--- config.mk ---
export PLATFORM = sky130hd
export DESIGN_NAME = axis_fifo_buf
export DESIGN_NICKNAME = d
export VERILOG_FILES = /design/src/rtl/axis_fifo_buf_pkg.sv /design/src/rtl/axis_fifo_buf_ram.sv /design/src/rtl/axis_fifo_buf.sv
export SDC_FILE = /design/constraint.sdc
export NUM_CORES = 1
export LEC_CHECK = 0
export BUFFER_PORTS_ARGS = -buffer_cell sky130_fd_sc_hd__buf_4
export CAP_MARGIN = 15
export CORE_AREA = 3 3 320 322
export DETAILED_ROUTE_END_ITERATION = 6
export DIE_AREA = 0 0 323 325
export HOLD_SLACK_MARGIN = 0.12
export PLACE_DENSITY_LB_ADDON = 0.15
export RECOVER_POWER = 50
export SYNTH_ARGS = -nofsm -noshare
export SYNTH_HDL_FRONTEND = slang
export SYNTH_SLANG_ARGS = --single-unit
--- constraint.sdc ---
create_clock -name ACLK -period 15.1 [get_ports ACLK]
set_clock_uncertainty 0.1 [all_clocks]
set_input_delay 3.02 -clock ACLK [delete_from_list [all_inputs] [get_ports ACLK]]
set_output_delay 3.02 -clock ACLK [all_outputs]
set_load 0.02 [all_outputs]
--- src/rtl/axis_fifo_buf_pkg.sv ---
// Shared helpers for the AXI4-Stream FIFO buffer: stored entry width and
// level/packet counter width.
package axis_fifo_buf_pkg;

  // One stored entry is {tlast, tkeep, tdata}.
  function automatic int entry_w(input int data_w);
    return data_w + data_w / 8 + 1;
  endfunction

  // Counters must represent 0..depth inclusive.
  function automatic int cnt_w(input int depth);
    return $clog2(depth) + 1;
  endfunction

endpackage

--- src/rtl/axis_fifo_buf_ram.sv ---
// Simple dual-port storage for axis_fifo_buf: one synchronous write port and
// an asynchronous read port, so it can map onto distributed RAM.
module axis_fifo_buf_ram
  import axis_fifo_buf_pkg::*;
#(
  parameter int WIDTH = 73,
  parameter int DEPTH = 16,
  localparam int AW   = $clog2(DEPTH)
) (
  input  logic             ACLK,
  input  logic             wr_en,
  input  logic [AW-1:0]    wr_addr,
  input  logic [WIDTH-1:0] wr_data,
  input  logic [AW-1:0]    rd_addr,
  output logic [WIDTH-1:0] rd_data
);

  logic [WIDTH-1:0] mem [DEPTH];

  always_ff @(posedge ACLK) begin
    if (wr_en) mem[wr_addr] <= wr_data;
  end

  assign rd_data = mem[rd_addr];

endmodule

--- src/rtl/axis_fifo_buf.sv ---
// AXI4-Stream FIFO buffer with first-word-fall-through output and fill level.
// Define AXIS_FIFO_BUF_PKT_MODE_EN for store-and-forward packet mode.
module axis_fifo_buf
  import axis_fifo_buf_pkg::*;
#(
  parameter int DATA_W  = 64,
  parameter int DEPTH   = 16,
  localparam int KEEP_W = DATA_W / 8,
  localparam int CNT_W  = cnt_w(DEPTH)
) (
  input  logic              ACLK,
  input  logic              ARESET,
  input  logic              s_TVALID,
  output logic              s_TREADY,
  input  logic [DATA_W-1:0] s_TDATA,
  input  logic [KEEP_W-1:0] s_TKEEP,
  input  logic              s_TLAST,
  output logic              m_TVALID,
  input  logic              m_TREADY,
  output logic [DATA_W-1:0] m_TDATA,
  output logic [KEEP_W-1:0] m_TKEEP,
  output logic              m_TLAST,
  output logic [CNT_W-1:0]  LEVEL
);

  localparam int AW = $clog2(DEPTH);
  localparam int EW = entry_w(DATA_W);
  localparam logic [CNT_W-1:0] FULL_LVL = CNT_W'(DEPTH);

  logic [AW-1:0]    wr_ptr;
  logic [AW-1:0]    rd_ptr;
  logic [CNT_W-1:0] level;
  logic             wr;
  logic             rd;
  logic [EW-1:0]    rd_entry;

  // Ready depends only on the level, never on m_TREADY: full means full.
  assign s_TREADY = !ARESET && (level < FULL_LVL);
  assign wr       = s_TVALID && s_TREADY;
  assign rd       = m_TVALID && m_TREADY;
  assign LEVEL    = level;

  assign {m_TLAST, m_TKEEP, m_TDATA} = rd_entry;

  axis_fifo_buf_ram #(
    .WIDTH (EW),
    .DEPTH (DEPTH)
  ) u_ram (
    .ACLK    (ACLK),
    .wr_en   (wr),
    .wr_addr (wr_ptr),
    .wr_data ({s_TLAST, s_TKEEP, s_TDATA}),
    .rd_addr (rd_ptr),
    .rd_data (rd_entry)
  );

  always_ff @(posedge ACLK) begin
    if (ARESET) begin
      wr_ptr <= '0;
      rd_ptr <= '0;
      level  <= '0;
    end else begin
      if (wr) wr_ptr <= wr_ptr + 1'b1;
      if (rd) rd_ptr <= rd_ptr + 1'b1;
      case ({wr, rd})
        2'b10:   level <= level + 1'b1;
        2'b01:   level <= level - 1'b1;
        default: level <= level;
      endcase
    end
  end

`ifdef AXIS_FIFO_BUF_PKT_MODE_EN
  logic [CNT_W-1:0] pkt;
  logic             wr_last;
  logic             rd_last;

  assign wr_last = wr && s_TLAST;
  assign rd_last = rd && m_TLAST;

  always_ff @(posedge ACLK) begin
    if (ARESET) begin
      pkt <= '0;
    end else begin
      case ({wr_last, rd_last})
        2'b10:   pkt <= pkt + 1'b1;
        2'b01:   pkt <= pkt - 1'b1;
        default: pkt <= pkt;
      endcase
    end
  end

  // A full buffer with no complete packet cuts through to avoid deadlock.
  assign m_TVALID = !ARESET && (level != '0) &&
                    ((pkt != '0) || (level == FULL_LVL));
`else
  assign m_TVALID = !ARESET && (level != '0);
`endif

endmodule

==> results of run 1 <==
-- logic make-up (layout without fill, tap and decap cells) --
kind of cell / after synthesis / count (layout) / share of synthesized area, %
and+or+nand+nor: 63 / 63 / 0.699
AOI/OAI and AO/OA: 17 / 17 / 0.251
buffers and inverters: 94 / 431 / 1.18
muxes: 369 / 369 / 18.7
other: 0 / 4 / 0
adders and majority gates: 8 / 8 / 0.223
xor gates and xnor gates: 8 / 8 / 0.156
DFF: 1185 / 1185 / 78.8
-- per-stage QoR --
stage          power, mW  std cells  util [%]  hold slack, ns  instance area, sq um
2_1_floorplan       4.04       1744         -           0.372                 44900
3_3_place_gp        4.19       3156      47.8           0.384                 47700
3_5_place_dp        4.20       3156      47.8           0.382                 47700
4_1_cts             7.07       3379      51.6           0.397                 51500
5_1_grt             7.23       3380      51.3           0.489                 51200
6_report            6.97       3383      51.3           0.396                 51200
-- synthesized netlist by cell type, types with 2 or more instances --
| master | n | area share, % |
|---|---|---|
| nor2_1 | 30 | 0.25 |
| edfxtp_1 | 1168 | 78 |
| mux4_2 | 333 | 17 |
| clkbuf_1 | 37 | 0.31 |
| inv_1 | 4 | 0.033 |
| a21oi_1 | 4 | 0.045 |
| mux2_2 | 3 | 0.075 |
| nand4_1 | 2 | 0.028 |
| nor3_1 | 5 | 0.056 |
| nor2b_1 | 4 | 0.056 |
| nor3b_1 | 3 | 0.050 |
| o21ai_0 | 4 | 0.045 |
| buf_1 | 19 | 0.16 |
| xor2_1 | 7 | 0.14 |
| buf_2 | 2 | 0.022 |
| nand2_1 | 7 | 0.058 |
| o211ai_1 | 2 | 0.033 |
| nand2b_1 | 4 | 0.056 |
| buf_6 | 11 | 0.28 |
| or4_1 | 2 | 0.033 |
| dfxtp_1 | 17 | 0.76 |
| mux4_1 | 32 | 1.9 |
| ha_1 | 8 | 0.22 |
| buf_4 | 20 | 0.33 |
-- worst paths after layout --
check / slack, ns / cells after the start / startpoint / end
max: 7.11 / 5 / register / m_TDATA[43]
min: 0.40 / 2 / rd_ptr[3]$_SDFFE_PP0P_ / register
max reg2reg: 10.43 / 5 / LEVEL[4]$_SDFFE_PP0P_ / u_ram.mem[7][37]$_DFFE_PP_
min reg2reg: 0.40 / 2 / rd_ptr[3]$_SDFFE_PP0P_ / register
-- critical path: stages, from the launching register on --
cell	delay, ns
dfxtp_4	1.01
buf_4	0.81
buf_4	0.85
mux4_1	0.64
mux4_2	0.53
buf_4	0.19
-- state kept, by name (all words and copies together) (netlist names), named ones only --
signal	cells
wr_ptr	4
LEVEL	5
u_ram.mem	1168
rd_ptr	4
-- layout make-up --
class / instances / area [sq um] / area share, %
clock buffers: 148 / 3150 / 6.15
inverters: 4 / 15.0 / 0.0293
multi-input cells: 465 / 9060 / 17.7
repair buffers: 204 / 1240 / 2.42
diodes: 4 / 10.0 / 0.0196
flip-flops and latches: 1185 / 35400 / 69.2
clock inverters: 75 / 661 / 1.29
well taps: 1298 / 1620 / 3.17
-- layer usage --
layer | vias to the layer above | share of wire (%)
li1 | 8146 | -
met1 | 10720 | 41
met2 | 575 | 51
met3 | 108 | 6.6
met4 | 8 | 1.3
met5 | - | 0.055
-- power by group through the flow --
| stage | Combinational (mW) | Clock [mW] | Sequential [mW] |
|---|---|---|---|
| 2_1_floorplan | 0.325 | 0 | 3.72 |
| 3_3_place_gp | 0.467 | 0 | 3.73 |
| 3_5_place_dp | 0.475 | 0 | 3.73 |
| 4_1_cts | 0.476 | 2.93 | 3.66 |
| 5_1_grt | 0.489 | 3.07 | 3.66 |
| 6_report | 0.452 | 2.86 | 3.66 |
==> metrics.yaml, run 1 <==
clock_tree:
  cts_tree: "done"
  cts_resized: 0
  cts_setup_buffers: 0
  cts_buffer_depth: 3
  cts_hold_buf: 0
  clock_sinks: 1185
  clock_latency_ns: 0.69
  cts-root-buf: "clkbuf_16"
  numCtsBuffers: 120
  path_clk_slew_ns: 0.06
  htreeDepth: 3
routing:
  ant_nets: 0
  drc: 0
  first_pass_iters: 6
  vias: 19557
  drt-initial-drc-count: 1840
  drt_wl_total_um: 99300
  post_drt_wl_per_cell_um: 29.4
  avgViaCountPerCell: 5.78
final_layout:
  fin_nets: 2065
  final_cell_mix: "edfxtp_1, mux4_2, clkbuf_16, buf_4, clkbuf_1"
  n_fill_cell: 7751
  layout-drive-gt1-share_pct: 31.1
  final_common_cell: "edfxtp_1"
  area_delta_synth_final_pct: 14.0
timing:
  worst_pin_slew_ns: 1.40
  fin_crit_sh_pct: 52.9
  max_freq_mhz: 125
  finalCriticalPeriod_ns: 7.99
  grt_setup_unrepaired: "false"
  slew_viol_final: 0
  final.setup.worst_slack_ns: 7.11
  setup_viol: 0
  tns_ns: 0
  final_hold_viol_count: 0
  slew_headroom_pct: 6.31
global_route:
  gr-usage-met1_pct: 26.7
  grt_pass1_vias: 21076
  busiest_layer: "met2"
  grt_max_degree: 147
  met3_usage_pct: 4.21
  overflow: 0
  use_met2_pct: 31.7
  antenna_found_initial: 10
  grtUsageTotal_pct: 19.3
  grt_pass1_wl_um: 146000
power_and_ir_drop:
  p_leak_nw: 15.5
  p_int_mw: 5.51
  p_sw_mw: 1.46
  combinationalPowerShare_pct: 6.5
  p_seq_share_pct: 52.5
  power_density_nw_per_um2: 136
  p_sw_share_pct: 21.0
  peakVddDrop_uv: 87.3
  clkPwrFrac_pct: 41.0
min_path:
  hp-class: "reg2reg"
placed_design:
  dpl_worst_slack_ns: 7.60
  gp_congestion: 0.710
  detailed_place_hpwl_um: 48500
  io_buffer_count: 156
status:
  status: "complete, no violations"
setup_path:
  crit_path_max_fanout: 48
  crit_type: "reg2out"
  required_ns: 11.98
  crit_arrival_ns: 4.87
  start_kind: "register"
  end_kind: "output pin"
synthesis:
  ys_seq_area_share_pct: 78.8
  synth.distinct_cells: 40
  synth_edf_count: 1168
  syn_nets: 1829
  synth-seq-cells: 1185
  mappedNetlistArea_sq_um: 44900
  synth_flop_cell: "edfxtp_1"
  yosysWarnings: 0
  synthCells: 1744
  syn_area_per_cell_sq_um: 25.8
  synthArstFlopShare_pct: 0
floorplanning:
  rows: 116
  pin_count: 157
  fp.dieH_um: 325
  die-width_um: 323
  dieArea_sq_um: 105000
  core_sq_um: 99900
  initial_core_util_pct: 45.0
flow_run:
  cap_violations: 0
Note: power is estimated with default switching activity, not from simulation.
==> run 2, diff against run 1 <==
clock period = 8 ns   (was 15.1 ns; I/O delays follow)
==> run 2 against run 1 <==
Against the previous run:
- count of clock-buffer cells in the layout is 6 lower
- power is 94% higher
- first-iteration DRC count is 7.8% lower
- the flow now finishes with violations (capacitance limit, slew limit)
- register-to-register slack worse by 6.8 ns
- clock power is 100% higher
- die area stayed put
- critical path type is now in2reg
- sequential share of layout area is 0.45 points lower
- utilization is 0.33 points higher
- worst setup slack worse by 4.5 ns
==> metrics.yaml, run 2 (synthesis gave the netlist of run 1 again) <==
power_and_ir_drop:
  peakVddDrop_uv: 193
  p_leak_nw: 15.6
  power_density_nw_per_um2: 263
  p_total_mw: 13.5
setup_path:
  end_kind: "register"
  slowest_delay_ns: 1.33
  reg2reg_depth: 4
  r2r_setup_slack_ns: 3.68
  start_kind: "primary input"
  required_ns: 8.21
  crit_buf_inv: 2
  crit_arrival_ns: 5.58
  timing.rr.end: "u_ram.mem[12][6]$_DFFE_PP_"
  crit_type: "in2reg"
  cp_top_family: "simple AND/OR/NAND/NOR gates"
  cp_cell_sequence: "clkbuf_1 > nor3b_1 > nand2_1 > nor2_1 > buf_4"
  reg2reg_from: "LEVEL[4]$_SDFFE_PP0P_"
  slowest_stage: "nor2_1"
  crit_path_max_fanout: 30
status:
  violations: "capacitance limit, slew limit"
  status: "complete, but fails checks"
final_layout:
  fin_nets: 2056
  area_delta_synth_final_pct: 14.7
  utilization_pct: 51.6
  regMostFlops: "u_ram.mem"
  seqCellArea_sq_um: 35400
  final_cell_mix: "edfxtp_1, mux4_2, clkbuf_16, buf_4, clkbuf_1"
  n_fill_cell: 7783
  layout-drive-gt1-share_pct: 31.3
  largest_reg_flops: 1168
  final_common_cell: "edfxtp_1"
  multi_input_area_sq_um: 9080
floorplanning:
  pin_count: 157
  fp.dieH_um: 325
  initial_core_util_pct: 45.0
  die-width_um: 323
  core_sq_um: 99900
  rows: 116
  dieArea_sq_um: 105000
clock_tree:
  cts_resized: 0
  cts_setup_buffers: 0
  numCtsBuffers: 120
  cts-root-buf: "clkbuf_16"
  clock_latency_ns: 0.67
  cts_tree: "done"
  path_clk_slew_ns: 0.06
  cts_hold_buf: 0
  htreeDepth: 3
  clock_sinks: 1185
  cts_buffer_depth: 3
global_route:
  grt_pass1_wl_um: 145000
  grt_pass1_vias: 21112
  grtUsageTotal_pct: 19.0
  antenna_found_initial: 9
  grt_max_degree: 97
  overflow: 0
routing:
  first_pass_iters: 5
  avgViaCountPerCell: 5.80
  vias: 19577
  ant_nets: 0
  drc: 0
  drt-initial-drc-count: 1696
  drt_wl_total_um: 98200
  post_drt_wl_per_cell_um: 29.1
placed_design:
  detailed_place_hpwl_um: 46900
  gp_congestion: 0.698
  dpl_worst_slack_ns: 3.28
  io_buffer_count: 156
timing:
  fin_crit_sh_pct: 67.1
  final_hold_viol_count: 0
  max_freq_mhz: 186
  tns_ns: 0
  worst_pin_slew_ns: 2.26
  finalCriticalPeriod_ns: 5.37
  final.setup.worst_slack_ns: 2.63
  slew_viol_final: 41
  setup_viol: 0
  slew_headroom_pct: -50.8
  grt_setup_unrepaired: "false"
min_path:
  holdPathStages: 2
  hp-class: "reg2reg"
  min_from: "rd_ptr[3]$_SDFFE_PP0P_"
flow_run:
  cap_violations: 2
-- run 2: changes by cell type in the layout (fill, tap and decap cells not counted), moves of 3 or more --
cell / before / now
buf_12: 1 / 8
buf_4: 122 / 107
bufinv_16: 10 / 22
clkbuf_1: 107 / 99
clkinv_2: 29 / 26
diode_2: 4 / 1
nor3_1: 4 / 1
nor3_2: 1 / 4
-- run 2: through the flow --
step                      instance area, sq um  instances  hold WS, ns
after CTS                                51800       3372        0.415
after global routing                     51500       3373        0.472
after global placement                   47700       3147        0.393
after detailed placement                 47700       3147        0.401
final                                    51500       3373        0.403
after floorplan                          44900       1744        0.372
-- run 2: final cells by class --
type | instances | share of cell area (%)
Clock inverter | 83 | 1.87
Sequential cell | 1185 | 68.8
Tap cell | 1298 | 3.15
Inverter | 4 | 0.0291
Timing Repair Buffer | 195 | 2.45
Multi-Input combinational cell | 465 | 17.6
Antenna cell | 1 | 0.00486
Clock buffer | 142 | 6.11
-- run 2: how the worst max path moves through the flow --
stage              from                           to  slack (ns)  depth (start not counted)
2_1_floorplan  s_TVALID    u_ram.mem[3][0]$_DFFE_PP_        0.14                          3
3_3_place_gp   register                  m_TDATA[13]        3.31                          4
3_5_place_dp   register                  m_TDATA[21]        3.28                          4
4_1_cts        register                  m_TDATA[21]        2.54                          4
5_1_grt          ARESET  u_ram.mem[12][20]$_DFFE_PP_        2.14                          5
6_report         ARESET   u_ram.mem[12][6]$_DFFE_PP_        2.63                          5
-- run 2: layer usage --
metal | share of wire (%) | up-vias | GRT usage [%] | wire length (um)
li1 | - | 8117 | - | -
met4 | 1.6 | 14 | 4.50 | 1580
met5 | 0.089 | - | 0 | 87
met2 | 50 | 470 | 30.6 | 48600
met3 | 5.1 | 132 | 3.40 | 5010
met1 | 44 | 10844 | 27.3 | 42900
-- run 2: power breakdown --
part	internal [mW]	total (mW)	leakage, nW	switching, mW
Combinational	0.413	0.861	2.91	0.447
Sequential	6.87	6.90	10.7	0.0313
Clock	3.50	5.78	2.02	2.27
-- run 2: tightest hold or removal path, delay by kind of cell, from the launching register on --
family                    cells  cell delay [ns]
xor gates and xnor gates      1             0.08
and+or+nand+nor               1             0.07
DFF                           1             0.32
==> run 3, diff against run 2 <==
clock period = 4.8 ns   (was 8 ns; I/O delays follow)
==> run 3 against run 2 <==
Against the previous run:
- the run now ends clean
- final cell count grew 1.2%
- clock power increased by 67%
- critical path type is now reg2out
- largest cell class unchanged
- sequential power up 67%
- count of clock-buffer cells in the layout up 11
- via count increased by 0.32%
- worst setup slack lost 2.1 ns
- die area did not move
==> metrics.yaml, run 3 (synthesis gave the netlist of run 1 again) <==
status:
  status: "complete, no violations"
floorplanning:
  core_sq_um: 99900
  initial_core_util_pct: 45.0
  rows: 116
  fp.dieH_um: 325
  pin_count: 157
  dieArea_sq_um: 105000
  die-width_um: 323
flow_run:
  cap_violations: 0
global_route:
  antenna_found_initial: 11
  overflow: 0
  grt_pass1_wl_um: 146000
  busiest_layer: "met2"
  use_met2_pct: 32.2
  grt_pass1_vias: 21136
  met3_usage_pct: 4.27
  grtUsageTotal_pct: 19.4
  gr-usage-met1_pct: 26.2
  grt_max_degree: 79
routing:
  drt-initial-drc-count: 1782
  drt_wl_total_um: 100000
  avgViaCountPerCell: 5.75
  drc: 0
  first_pass_iters: 5
  ant_nets: 0
  vias: 19639
  post_drt_wl_per_cell_um: 29.3
timing:
  slew_viol_final: 0
  slew_headroom_pct: 13.5
  setup_viol: 0
  grt_setup_unrepaired: "false"
  max_freq_mhz: 233
  fin_crit_sh_pct: 89.4
  final_hold_viol_count: 0
  finalCriticalPeriod_ns: 4.29
  worst_pin_slew_ns: 1.30
min_path:
  hp-class: "reg2reg"
  min_from: "rd_ptr[3]$_SDFFE_PP0P_"
clock_tree:
  numCtsBuffers: 130
  cts_buffer_depth: 3
  cts_resized: 0
  cts_hold_buf: 0
  cts-root-buf: "clkbuf_16"
  path_clk_slew_ns: 0.06
  cts_setup_buffers: 0
  clock_sinks: 1185
  htreeDepth: 4
  clock_latency_ns: 0.71
  cts_tree: "done"
power_and_ir_drop:
  clkPwrFrac_pct: 42.6
  p_leak_nw: 15.8
  combinationalPowerShare_pct: 6.6
  p_int_mw: 17.9
  peakVddDrop_uv: 370
  p_sw_share_pct: 21.1
  power_density_nw_per_um2: 435
  p_sw_mw: 4.77
  p_seq_share_pct: 50.8
setup_path:
  slowest_delay_ns: 0.63
  required_ns: 3.74
  crit_path_frequent_cell: "buf_12"
  crit_type: "reg2out"
  start_kind: "register"
  crit_arrival_ns: 3.23
  slowest_stage: "dfxtp_4"
  end_kind: "output pin"
  cp_cell_sequence: "buf_12 > buf_12 > mux4_1 > mux4_2 > buf_4"
  crit_path_max_fanout: 31
  reg2reg_from: "LEVEL[4]$_SDFFE_PP0P_"
final_layout:
  largest_reg_flops: 1168
  fin_nets: 2093
  final_common_cell: "edfxtp_1"
  utilization_pct: 52.1
  final_cell_mix: "edfxtp_1, mux4_2, clkbuf_16, buf_4, clkbuf_1"
  regMostFlops: "u_ram.mem"
  layout-drive-gt1-share_pct: 32.3
  design_area_sq_um: 52100
  area_delta_synth_final_pct: 15.9
placed_design:
  placed_area_sq_um: 48200
  gp_congestion: 0.707
  io_buffer_count: 156
  detailed_place_hpwl_um: 49400
==> run 3: changes by cell type in the layout (fill, tap and decap cells not counted), sizes merged <==
| cell | delta |
|---|---|
| clkinv | +9 |
| buf | +28 |
| clkinvlp | -1 |
| inv | +3 |
| diode | +3 |
| bufinv | -11 |
| clkbuf | +10 |
==> run 3: per-stage QoR <==
step | TNS [ns] | hold slack, ns | total power [mW] | cells | setup WS [ns]
after floorplan | -249.77 | 0.372 | 12.7 | 1744 | -0.460
after global placement | 0 | 0.395 | 13.3 | 3174 | 1.08
after detailed placement | 0 | 0.398 | 13.3 | 3174 | 1.06
after CTS | 0 | 0.377 | 22.9 | 3410 | 0.424
after global routing | 0 | 0.442 | 23.4 | 3410 | 0.346
final | 0 | 0.411 | 22.6 | 3414 | 0.509
==> run 3: critical path, delay by kind of cell (launching register included) <==
kind | cells | cell delay [ns]
flip-flops | 1 | 0.63
multiplexers | 2 | 1.11
buffers and inverters | 3 | 0.70
==> run 3: worst paths after layout <==
path         depth (start not counted)                    endpoint  slack (ns)
max reg2reg                          4  u_ram.mem[5][19]$_DFFE_PP_        1.19
min                                  2                    register        0.41
max                                  5                 m_TDATA[22]        0.51
min reg2reg                          2                    register        0.41
==> run 3: layout make-up <==
| class | instances | area [sq um] |
|---|---|---|
| tap | 1298 | 1620 |
| inverter | 4 | 15.0 |
| sequential | 1185 | 35400 |
| clock inverter | 83 | 746 |
| fill | 7686 | 47800 |
| clock buffer | 153 | 3400 |
| multi-input combinational | 465 | 9090 |
| antenna | 4 | 10.0 |
| timing repair buffer | 222 | 1760 |
==> run 3: power by group through the flow <==
stage	registers [mW]	logic, mW	clock network [mW]
floorplan	11.7	1.02	0
global placement	11.7	1.55	0
detailed placement	11.7	1.57	0
CTS	11.5	1.58	9.88
global route	11.5	1.62	10.3
finish	11.5	1.50	9.64
==> run 3: per-layer routing <==
| layer | up-vias | share of wire, % |
|---|---|---|
| li1 | 8210 | - |
| met2 | 473 | 51 |
| met5 | - | 0.057 |
| met4 | 8 | 1.8 |
| met1 | 10812 | 42 |
| met3 | 136 | 5.2 |
